==> config.mk <==
export PLATFORM = sky130hd
export DESIGN_NAME = uart_tx_serializer
export DESIGN_NICKNAME = d
export VERILOG_FILES = /design/src/rtl/uart_tx_serializer.sv
export SDC_FILE = /design/constraint.sdc
export NUM_CORES = 1
export LEC_CHECK = 0
export CORE_MARGIN = 4
export CORE_UTILIZATION = 40
export CTS_CLUSTER_DIAMETER = 80
export CTS_CLUSTER_SIZE = 16
export DETAILED_ROUTE_END_ITERATION = 16
export GPL_TIMING_DRIVEN = 0
export PLACE_DENSITY_LB_ADDON = 0.05
export SLEW_MARGIN = 20
export SYNTH_ARGS = -nofsm -noshare
export SYNTH_HDL_FRONTEND = slang
export SYNTH_SLANG_ARGS = --single-unit
==> constraint.sdc <==
create_clock -name reference_clk -period 2.5 [get_ports reference_clk]
set_clock_uncertainty 0.05 [all_clocks]
set_input_delay 0.5 -clock reference_clk [delete_from_list [all_inputs] [get_ports reference_clk]]
set_output_delay 0.5 -clock reference_clk [all_outputs]
set_load 0.02 [all_outputs]
==> src/rtl/uart_tx_serializer.sv <==
// uart_tx_serializer: baud-clocked UART frame serializer (start, LSB-first data, optional parity, stop); define UART_TX_HOLD_BUF_EN for a one-entry holding buffer
module uart_tx_serializer #(
  parameter int DATA_WIDTH = 8
) (
  input  logic                  reference_clk,
  input  logic                  reset,
  input  logic [DATA_WIDTH-1:0] tx_data,
  input  logic                  tx_data_valid,
  output logic                  tx_data_ready,
  input  logic                  parity_enable,
  input  logic                  parity_type,
  output logic                  tx_out,
  output logic                  busy
);
  localparam int CW = $clog2(DATA_WIDTH);
  typedef enum logic [2:0] {IDLE, START, DATA, PARITY, STOP} state_t;
  state_t state, state_n;
  logic [DATA_WIDTH-1:0] shift, shift_n, src_data;
  logic [CW-1:0] cnt, cnt_n;
  logic par_en, par_en_n, par_bit, par_bit_n, src_en, src_bit;
  logic tx_out_n, busy_n, ready_n, acc, load;
`ifdef UART_TX_HOLD_BUF_EN
  logic [DATA_WIDTH-1:0] hold_data, hold_data_n;
  logic hold_en, hold_en_n, hold_bit, hold_bit_n, hold_full, hold_full_n, from_hold, wr;
`endif
  always_ff @(posedge reference_clk) begin
    if (reset) begin
      state <= IDLE;
      shift <= '0;
      cnt <= '0;
      par_en <= 1'b0;
      par_bit <= 1'b0;
      tx_out <= 1'b1;
      busy <= 1'b0;
      tx_data_ready <= 1'b1;
`ifdef UART_TX_HOLD_BUF_EN
      hold_data <= '0;
      hold_en <= 1'b0;
      hold_bit <= 1'b0;
      hold_full <= 1'b0;
`endif
    end else begin
      state <= state_n;
      shift <= shift_n;
      cnt <= cnt_n;
      par_en <= par_en_n;
      par_bit <= par_bit_n;
      tx_out <= tx_out_n;
      busy <= busy_n;
      tx_data_ready <= ready_n;
`ifdef UART_TX_HOLD_BUF_EN
      hold_data <= hold_data_n;
      hold_en <= hold_en_n;
      hold_bit <= hold_bit_n;
      hold_full <= hold_full_n;
`endif
    end
  end
  always_comb begin
    acc = tx_data_valid && tx_data_ready;
`ifdef UART_TX_HOLD_BUF_EN
    from_hold = state == STOP && hold_full;
    load = from_hold || (acc && (state == IDLE || state == STOP));
    wr = acc && !(load && !from_hold);
    src_data = from_hold ? hold_data : tx_data;
    src_en = from_hold ? hold_en : parity_enable;
    src_bit = from_hold ? hold_bit : ^tx_data ^ parity_type;
    hold_full_n = wr || (hold_full && !from_hold);
    hold_data_n = wr ? tx_data : hold_data;
    hold_en_n = wr ? parity_enable : hold_en;
    hold_bit_n = wr ? ^tx_data ^ parity_type : hold_bit;
`else
    load = acc;
    src_data = tx_data;
    src_en = parity_enable;
    src_bit = ^tx_data ^ parity_type;
`endif
    state_n = (state == IDLE || state == STOP) ? (load ? START : IDLE)
            : state == START ? DATA
            : state == DATA ? (cnt == CW'(DATA_WIDTH - 1) ? (par_en ? PARITY : STOP) : DATA)
            : STOP;
    cnt_n = (state == DATA && state_n == DATA) ? cnt + CW'(1) : '0;
    shift_n = load ? src_data : state_n == DATA ? shift >> 1 : shift;
    par_en_n = load ? src_en : par_en;
    par_bit_n = load ? src_bit : par_bit;
    tx_out_n = state_n == START ? 1'b0
             : state_n == DATA ? shift[0]
             : state_n == PARITY ? par_bit
             : 1'b1;
    busy_n = state_n != IDLE;
`ifdef UART_TX_HOLD_BUF_EN
    ready_n = !hold_full_n;
`else
    ready_n = state_n == IDLE;
`endif
  end
endmodule
==> impl_metrics.tcl, run 1 <==
set metrics [dict create \
    status "finished, final reports clean" \
    cp-end-kind "flop" \
    rrSetupSlack_ps 530 \
    core-area_um2 1980 \
    avgSynthCellArea_um2 9.86 \
    die_height_um 54.1 \
    crit_type "reg2reg" \
    drc 0 \
    std_cell_rows 16 \
    hp-start "cnt[0]" \
    routed_via_density 4.89 \
    antenna_found_initial 0 \
    post_cts_resized 0 \
    drt_first_pass_iters 4 \
    drtIter0Drc 9 \
    fin_nets 120 \
    grtUsageTotal 0.137 \
    antenna_cells 0 \
    setup_viol 0 \
    cts_tree "done" \
    slew_viol_final 0 \
    critPathLaunch "cnt[0]" \
    die-area_um2 2920 \
    clock-root-buffer "clkbuf_4" \
    h-tree-depth 1 \
    clock_path_buffers 2 \
    hold_path.class "reg2reg" \
    ir_drop_v 0.000416 \
    cts.sinks 19 \
    fin_setup_tns_ps 0 \
    grt_max_degree 12 \
    synth_top_cell_by_area "dfxtp_1" \
    period_share 0.788 \
    io_buffers 14 \
    post_cts_buffers 0 \
    drive_above_1_share 0.0577 \
    finalHoldViolations 0 \
    wl_mm 1.56 \
    cp.arrival_ps 2090 \
    worstSkewPairLatency_ps 300 \
    cp.required_ps 2620 \
    synthesis.instances 86 \
    layout_commonest_cell "dfxtp_1" \
    rsz0062_at_grt "false" \
    layout_common_cells "19 x dfxtp_1, 14 x clkdlybuf4s50_1, 10 x nor2_1" \
    dpl.hpwl_mm 1.21 \
    synthToLayoutAreaGrowth_pct 23.7 \
    numCtsBuffers 3 \
    fmax_ghz 0.507 \
    grt_pass1_wl_mm 2.82 \
    vias 640 \
    gp_congestion 0.656 \
    io_pins 16 \
    post-route-min-period_ps 1970 \
    cp_max_fo 8 \
    start_util 0.428 \
    ys_warn_count 0 \
    clkSlewWorstSetupHoldPaths_ps 110 \
    wl_per_cell_um 11.9 \
    grt_pass1_vias 652 \
    slew_headroom 0.694 \
    p_per_area_nw_per_um2 603 \
    synth-seq-cells 19 \
    die_w_um 54.1 \
    yosysSeqAreaShare 0.448 \
    power_mw 0.633 \
    antenna_left 0 \
    cts_hold_buf 0 \
    yosys-top-cells-area "dfxtp_1 45%, mux2i_1 9.4%, a211oi_1 7.1%, nor2_1 4.4%, xnor2_1 3.1%" \
    r2r_start "cnt[0]" \
    synth_area_um2 848 \
    worst_pin_slew_ps 460 \
    maxCapViolations 0 \
    synth_top_cell_area_share 0.448 \
    synth_fp_nets 101 \
    synth_cell_type_count 27 \
    critPathLaunchType "flop" \
    p_leak_nw 0.397 \
    grt-ovfl-total 0 \
]
-- flip-flops by register name, indices dropped and copies added (netlist names) --
register       count
par_bit            1
tx_data_ready      1
tx_out             1
busy               1
cnt                3
state              3
par_en             1
shift              8
-- routing by layer --
metal	track usage	share of wire	vias to the layer above
li1	-	-	344
met1	0.177	0.47	283
met2	0.216	0.48	11
met3	0.0499	0.047	2
met4	0.0373	0.0083	0
met5	0	0	-
-- kinds of logic (layout without fill, tap and decap cells) --
logic type	count (synthesis)	in the layout	synth area share
muxes	8	8	0.0944
xor gates and xnor gates	6	6	0.0782
DFF	19	19	0.448
AOI/OAI and AO/OA	18	18	0.153
and+or+nand+nor	28	28	0.174
adders and majority gates	2	2	0.0295
buffers and inverters	5	23	0.0221
-- layout make-up --
class	instances	area, um^2
Fill cell	191	932
Buffer	3	11.3
Multi-Input combinational cell	62	449
Sequential cell	19	380
Tap cell	27	33.8
Timing Repair Buffer	14	140
Inverter	2	7.51
Clock inverter	1	5.00
Clock buffer	3	22.5
-- worst max-delay path, cell delays in order, from the launching register on --
cell	delay, ps
dfxtp_1	330
ha_1	190
ha_1	210
or3b_4	400
a21oi_4	320
mux2i_1	240
a211oi_1	90
-- synthesized netlist by cell type --
cell,n
nor2_1,10
nor3_1,2
nor2b_1,1
ha_1,2
a21oi_4,1
o21ai_0,1
inv_1,2
buf_1,1
nor4_1,1
a2bb2oi_1,1
and2_1,2
nand3b_1,3
xnor3_1,1
nand3_1,3
o21bai_1,1
xnor2_1,3
o211ai_1,1
nand4b_1,1
clkbuf_1,2
xor2_1,2
dfxtp_1,19
nand2_1,3
a21oi_1,5
or3b_4,1
a211oi_1,8
nand2b_1,1
mux2i_1,8
-- report_power, final --
group / internal (mW) / total [mW] / switching, mW
sequential: 0.328 / 0.343 / 0.0151
clock: 0.0596 / 0.154 / 0.0946
combinational: 0.0727 / 0.135 / 0.0627
-- metrics by stage --
stage	cell area (um^2)	hold WS, ps	util	instances	setup WS, ps
global route	1050	422	0.530	131	390
CTS	1050	403	0.530	131	481
global placement	1020	370	0.516	127	450
detailed placement	1020	387	0.516	127	465
floorplan	848	355	-	86	691
finish	1050	392	0.530	131	529
-- final timing paths --
kind                                 end  cells after the start
worst max-delay path            shift[4]                      6
worst min-delay path              cnt[0]                      1
worst max register to register  shift[4]                      6
worst min register to register    cnt[0]                      1
Note: power is estimated with default switching activity, not from simulation.
==> run 2, diff against run 1 <==
==> constraint.sdc (replaced) <==
create_clock -name reference_clk -period 1.92 [get_ports reference_clk]
set_clock_uncertainty 0.05 [all_clocks]
set_input_delay 0.384 -clock reference_clk [delete_from_list [all_inputs] [get_ports reference_clk]]
set_output_delay 0.384 -clock reference_clk [all_outputs]
set_load 0.02 [all_outputs]
==> impl_metrics.tcl, run 2 (synthesis results as in run 1) <==
set metrics [dict create \
    status "finished, final reports clean" \
    vias 664 \
    fill_cells 188 \
    io_buffers 14 \
    p_leak_nw 0.410 \
    h-tree-depth 1 \
    grt_pass1_wl_mm 2.89 \
    die_w_um 54.1 \
    final_cells 134 \
    largest_reg_flops 8 \
    worstReg2RegEnd "shift[1]" \
    antenna_left 0 \
    power_mw 0.842 \
    grt-ovfl-total 0 \
    slowest_delay_ps 380 \
    antenna_found_initial 0 \
    crit_buf_inv 1 \
    grt_pass1_vias 676 \
    numCtsBuffers 3 \
    grtUsageTotal 0.141 \
    rsz0062_at_grt "false" \
    routed_via_density 4.96 \
    dp_slack_ps -69.4 \
    critPathTopFamily "simple AND/OR/NAND/NOR gates" \
    p_per_area_nw_per_um2 762 \
    wl_per_cell_um 12.3 \
    grt_max_degree 12 \
    worst_pin_slew_ps 455 \
    gp_congestion 0.656 \
    clock_path_buffers 2 \
    fmax_ghz 0.539 \
    layout_setup_ws_ps 64.5 \
    cp_max_fo 8 \
    p_comb_frac 0.231 \
    post-route-min-period_ps 1860 \
    fin_setup_tns_ps 0 \
    wl_mm 1.65 \
    drive_above_1_share 0.121 \
    seqCellArea_um2 382 \
    period_share 0.966 \
    fin_nets 123 \
    worstSkewPairLatency_ps 290 \
    dp.cells 127 \
    critPathLaunchType "flop" \
    start_util 0.428 \
    core-area_um2 1980 \
    seqPwrFrac 0.532 \
    std_cell_rows 16 \
    antenna_cells 0 \
    power_frac_clock 0.237 \
    critPathLaunch "cnt[0]" \
    dpl.hpwl_mm 1.21 \
    whs_endpoint "cnt[0]" \
    hold_path_depth 1 \
    hold_path.class "reg2reg" \
    cp-end-kind "flop" \
    rrSetupSlack_ps 60 \
    slew_headroom 0.697 \
    finalHoldViolations 0 \
    swShare 0.271 \
    maxCapViolations 0 \
    layout_common_cells "18 x dfxtp_1, 14 x clkdlybuf4s50_1, 10 x nor2_1" \
    drc 0 \
    crit_type "reg2reg" \
    drt_first_pass_iters 4 \
    place_area_um2 1020 \
    synthToLayoutAreaGrowth_pct 30.2 \
    crit_chain "ha_2 > ha_4 > or3b_4 > a21oi_4 > buf_12 > mux2i_2 > a211oi_1" \
    cts.sinks 19 \
    slew_viol_final 0 \
    multi_input_area_um2 468 \
    finalInstanceArea_um2 1100 \
    hp-start "cnt[0]" \
    p_int_mw 0.614 \
    r2r_start "cnt[0]" \
    io_pins 16 \
    clkSlewWorstSetupHoldPaths_ps 100 \
    cp.arrival_ps 1980 \
    die-area_um2 2920 \
    reg2reg_depth 7 \
    ir_drop_v 0.000541 \
    switchingPower_mw 0.228 \
    largest_register "shift" \
    layout_commonest_cell "dfxtp_1" \
    slowest_stage "or3b_4" \
    cts_tree "done" \
    drtIter0Drc 11 \
    top_regs "shift (8), cnt (3), state (3)" \
    die_height_um 54.1 \
    cp.required_ps 2040 \
    setup_viol 0 \
    clock-root-buffer "clkbuf_4" \
]
-- run 2: changes by cell type in the layout (fill, tap and decap cells not counted), sizes merged --
| cell | change |
|---|---|
| buf | +3 |
-- run 2: worst register-to-register path, delay by kind of cell (launching register included) --
kind	cells	cell delay, ps
AOI/OAI and AO/OA	2	250
adders and majority gates	2	340
buffers and inverters	1	150
DFF	1	340
muxes	1	220
and+or+nand+nor	1	380
-- run 2: cell type report --
type	count	area share
plain buffers	3	0.0102
clock buffers	3	0.0204
clock inverters	1	0.00453
inverters	2	0.00680
multi-input cells	62	0.424
flip-flops and latches	19	0.345
well taps	27	0.0306
repair buffers	17	0.159
-- run 2: what timing repair did --
item,CTS,global route
setup endpoints to repair,7,7
hold buffers,0,0
pin swaps,3,3
gates resized for setup,2,3
setup buffers,3,0
-- run 2: routing by layer --
layer,track usage,share of wire,vias up
met1,0.177,0.46,295
met5,0,0,-
met2,0.228,0.49,17
met4,0.0373,0.0079,0
met3,0.0499,0.042,2
li1,-,-,350
-- run 2: worst max-delay path by stage --
| stage | slack [ps] | end | cells past startpoint |
|---|---|---|---|
| finish | 60 | shift[1] | 7 |
| global route | 7 | shift[2] | 7 |
| CTS | 5 | shift[4] | 7 |
| detailed placement | -70 | shift[4] | 6 |
| global placement | -30 | shift[6] | 6 |
| floorplan | 110 | shift[0] | 6 |
-- run 2: metrics by stage --
step / util / hold slack, ps
after global routing: 0.557 / 392
after detailed placement: 0.516 / 387
final: 0.557 / 375
after global placement: 0.516 / 370
after CTS: 0.549 / 374
after floorplan: - / 355
-- run 2: power groups by stage --
| stage | combinational, mW | sequential (mW) | clock, mW |
|---|---|---|---|
| global route | 0.215 | 0.454 | 0.224 |
| finish | 0.195 | 0.448 | 0.199 |
| global placement | 0.176 | 0.456 | 0 |
| floorplan | 0.109 | 0.461 | 0 |
| CTS | 0.193 | 0.448 | 0.210 |
| detailed placement | 0.178 | 0.456 | 0 |
==> run 3, diff against run 2 <==
--- a/config.mk
+++ b/config.mk
@@ -5,11 +5,12 @@
 export SDC_FILE = /design/constraint.sdc
 export NUM_CORES = 1
 export LEC_CHECK = 0
-export CORE_MARGIN = 4
+export CORE_MARGIN = 3
 export CORE_UTILIZATION = 40
 export CTS_CLUSTER_DIAMETER = 80
 export CTS_CLUSTER_SIZE = 16
 export DETAILED_ROUTE_END_ITERATION = 16
+export DONT_BUFFER_PORTS = 1
 export GPL_TIMING_DRIVEN = 0
 export PLACE_DENSITY_LB_ADDON = 0.05
 export SLEW_MARGIN = 20
==> impl_metrics.tcl, run 3 (synthesis results as in run 1) <==
set metrics [dict create \
    status "finished, final reports clean" \
    largest_register "shift" \
    rsz0062_at_grt "false" \
    io_pins 16 \
    worst_pin_slew_ps 491 \
    hp-start "parity_enable" \
    finalInstanceArea_um2 978 \
    fin_nets 109 \
    largest_reg_flops 8 \
    std_cell_rows 16 \
    clock_path_buffers 2 \
    die_height_um 52.1 \
    post-route-min-period_ps 1850 \
    cp.arrival_ps 1970 \
    numCtsBuffers 3 \
    critPathLaunchType "flop" \
    ir_drop_v 0.000529 \
    finalHoldViolations 0 \
    maxCapViolations 0 \
    die_w_um 52.1 \
    worstSkewPairLatency_ps 290 \
    slew_headroom 0.673 \
    hold_path.class "in2reg" \
    clkSlewWorstSetupHoldPaths_ps 100 \
    rrSetupSlack_ps 70 \
    place_area_um2 882 \
    fmax_ghz 0.542 \
    cts_hold_buf 0 \
    whs_endpoint "par_en" \
    hold_path_depth 2 \
    gp_congestion 0.693 \
    slew_viol_final 0 \
    vias 638 \
    drt_first_pass_iters 4 \
    io_buffers 0 \
    dpl.hpwl_mm 1.17 \
    period_share 0.961 \
    h-tree-depth 1 \
    setup_viol 0 \
    layout_commonest_cell "dfxtp_1" \
    clock-root-buffer "clkbuf_4" \
    r2r_start "cnt[0]" \
    cts_tree "done" \
    grt-ovfl-total 0 \
    cts.sinks 19 \
    grt_pass1_wl_mm 2.94 \
    final_cells 120 \
    crit_type "reg2reg" \
    wl_per_cell_um 14.0 \
    power_mw 0.807 \
    antenna_cells 0 \
    core-area_um2 1980 \
    grt_pass1_vias 685 \
    p_leak_nw 0.353 \
    worstReg2RegEnd "shift[5]" \
    die-area_um2 2710 \
    start_util 0.428 \
    cp-end-kind "flop" \
    drc 0 \
    antenna_found_initial 0 \
    layout_common_cells "18 x dfxtp_1, 10 x nor2_1, 7 x mux2i_1, 7 x a211oi_1, 5 x a21oi_1" \
    antenna_left 0 \
    wl_mm 1.68 \
    synthToLayoutAreaGrowth_pct 15.3 \
    grtUsageTotal 0.149 \
    routed_via_density 5.32 \
    drtIter0Drc 10 \
    drive_above_1_share 0.140 \
    grt_max_degree 11 \
    cp_max_fo 8 \
    reg2reg_depth 7 \
    p_per_area_nw_per_um2 825 \
    fin_setup_tns_ps 0 \
    top_regs "shift (8), cnt (3), state (3)" \
    cp.required_ps 2040 \
    dp.cells 113 \
]
==> run 3: cell count changes in the layout (fill, tap and decap cells not counted) <==
cell,delta
clkbuf_1,+1
ha_4,+1
clkdlybuf4s50_1,-14
clkinv_2,-1
ha_2,-1
a211oi_1,-1
a211oi_2,+1
==> run 3: layout make-up <==
cell class | count | area, um^2
plain buffers | 3 | 11.3
clock buffers | 4 | 26.3
fillers | 204 | 1000
inverters | 2 | 7.51
multi-input cells | 62 | 483
flip-flops and latches | 19 | 382
well taps | 27 | 33.8
repair buffers | 3 | 35.0
==> run 3: timing repair <==
action / in CTS / in global routing
pin swaps: 2 / 5
gates cloned: 0 / 0
endpoints found under the setup margin: 7 / 7
resized for setup: 1 / 6
setup buffers: 2 / 1
==> run 3: how the worst max path moves through the flow <==
stage                     startpoint  endpoint  slack [ps]  cells past startpoint
final                         cnt[0]  shift[5]          70                      7
after global routing          cnt[0]  shift[5]          20                      7
after CTS                     cnt[0]  shift[5]           1                      7
after detailed placement      cnt[0]  shift[5]         -50                      6
after global placement        cnt[0]  shift[0]         -30                      6
after floorplan               cnt[0]  shift[0]         110                      6
==> run 3: routing by layer <==
| metal | global-route usage | vias to the layer above | share of wire |
|---|---|---|---|
| met5 | 0 | - | 0 |
| met4 | 0.0655 | 0 | 0.0065 |
| met3 | 0.0430 | 2 | 0.052 |
| met2 | 0.249 | 15 | 0.50 |
| met1 | 0.174 | 299 | 0.44 |
| li1 | - | 322 | - |
==> run 3: critical path, cell delays in order, from the launching register on <==
cell,delay (ps)
dfxtp_2,350
ha_4,160
ha_4,150
or3b_4,390
a21oi_4,160
buf_12,150
mux2i_2,220
a211oi_2,90
==> run 3: power by group <==
part / total, mW / switching, mW / internal [mW]
clock: 0.198 / 0.118 / 0.0808
sequential: 0.460 / 0.0322 / 0.428
combinational: 0.149 / 0.0699 / 0.0791
total: 0.807 / 0.220 / 0.588
==> run 3: through the flow <==
step	setup slack, ps	util	hold WS (ps)
floorplan	111	-	355
CTS	1.10	0.473	180
finish	74.7	0.494	188
global route	15.1	0.494	189
detailed placement	-51.0	0.445	373
global placement	-33.3	0.445	371
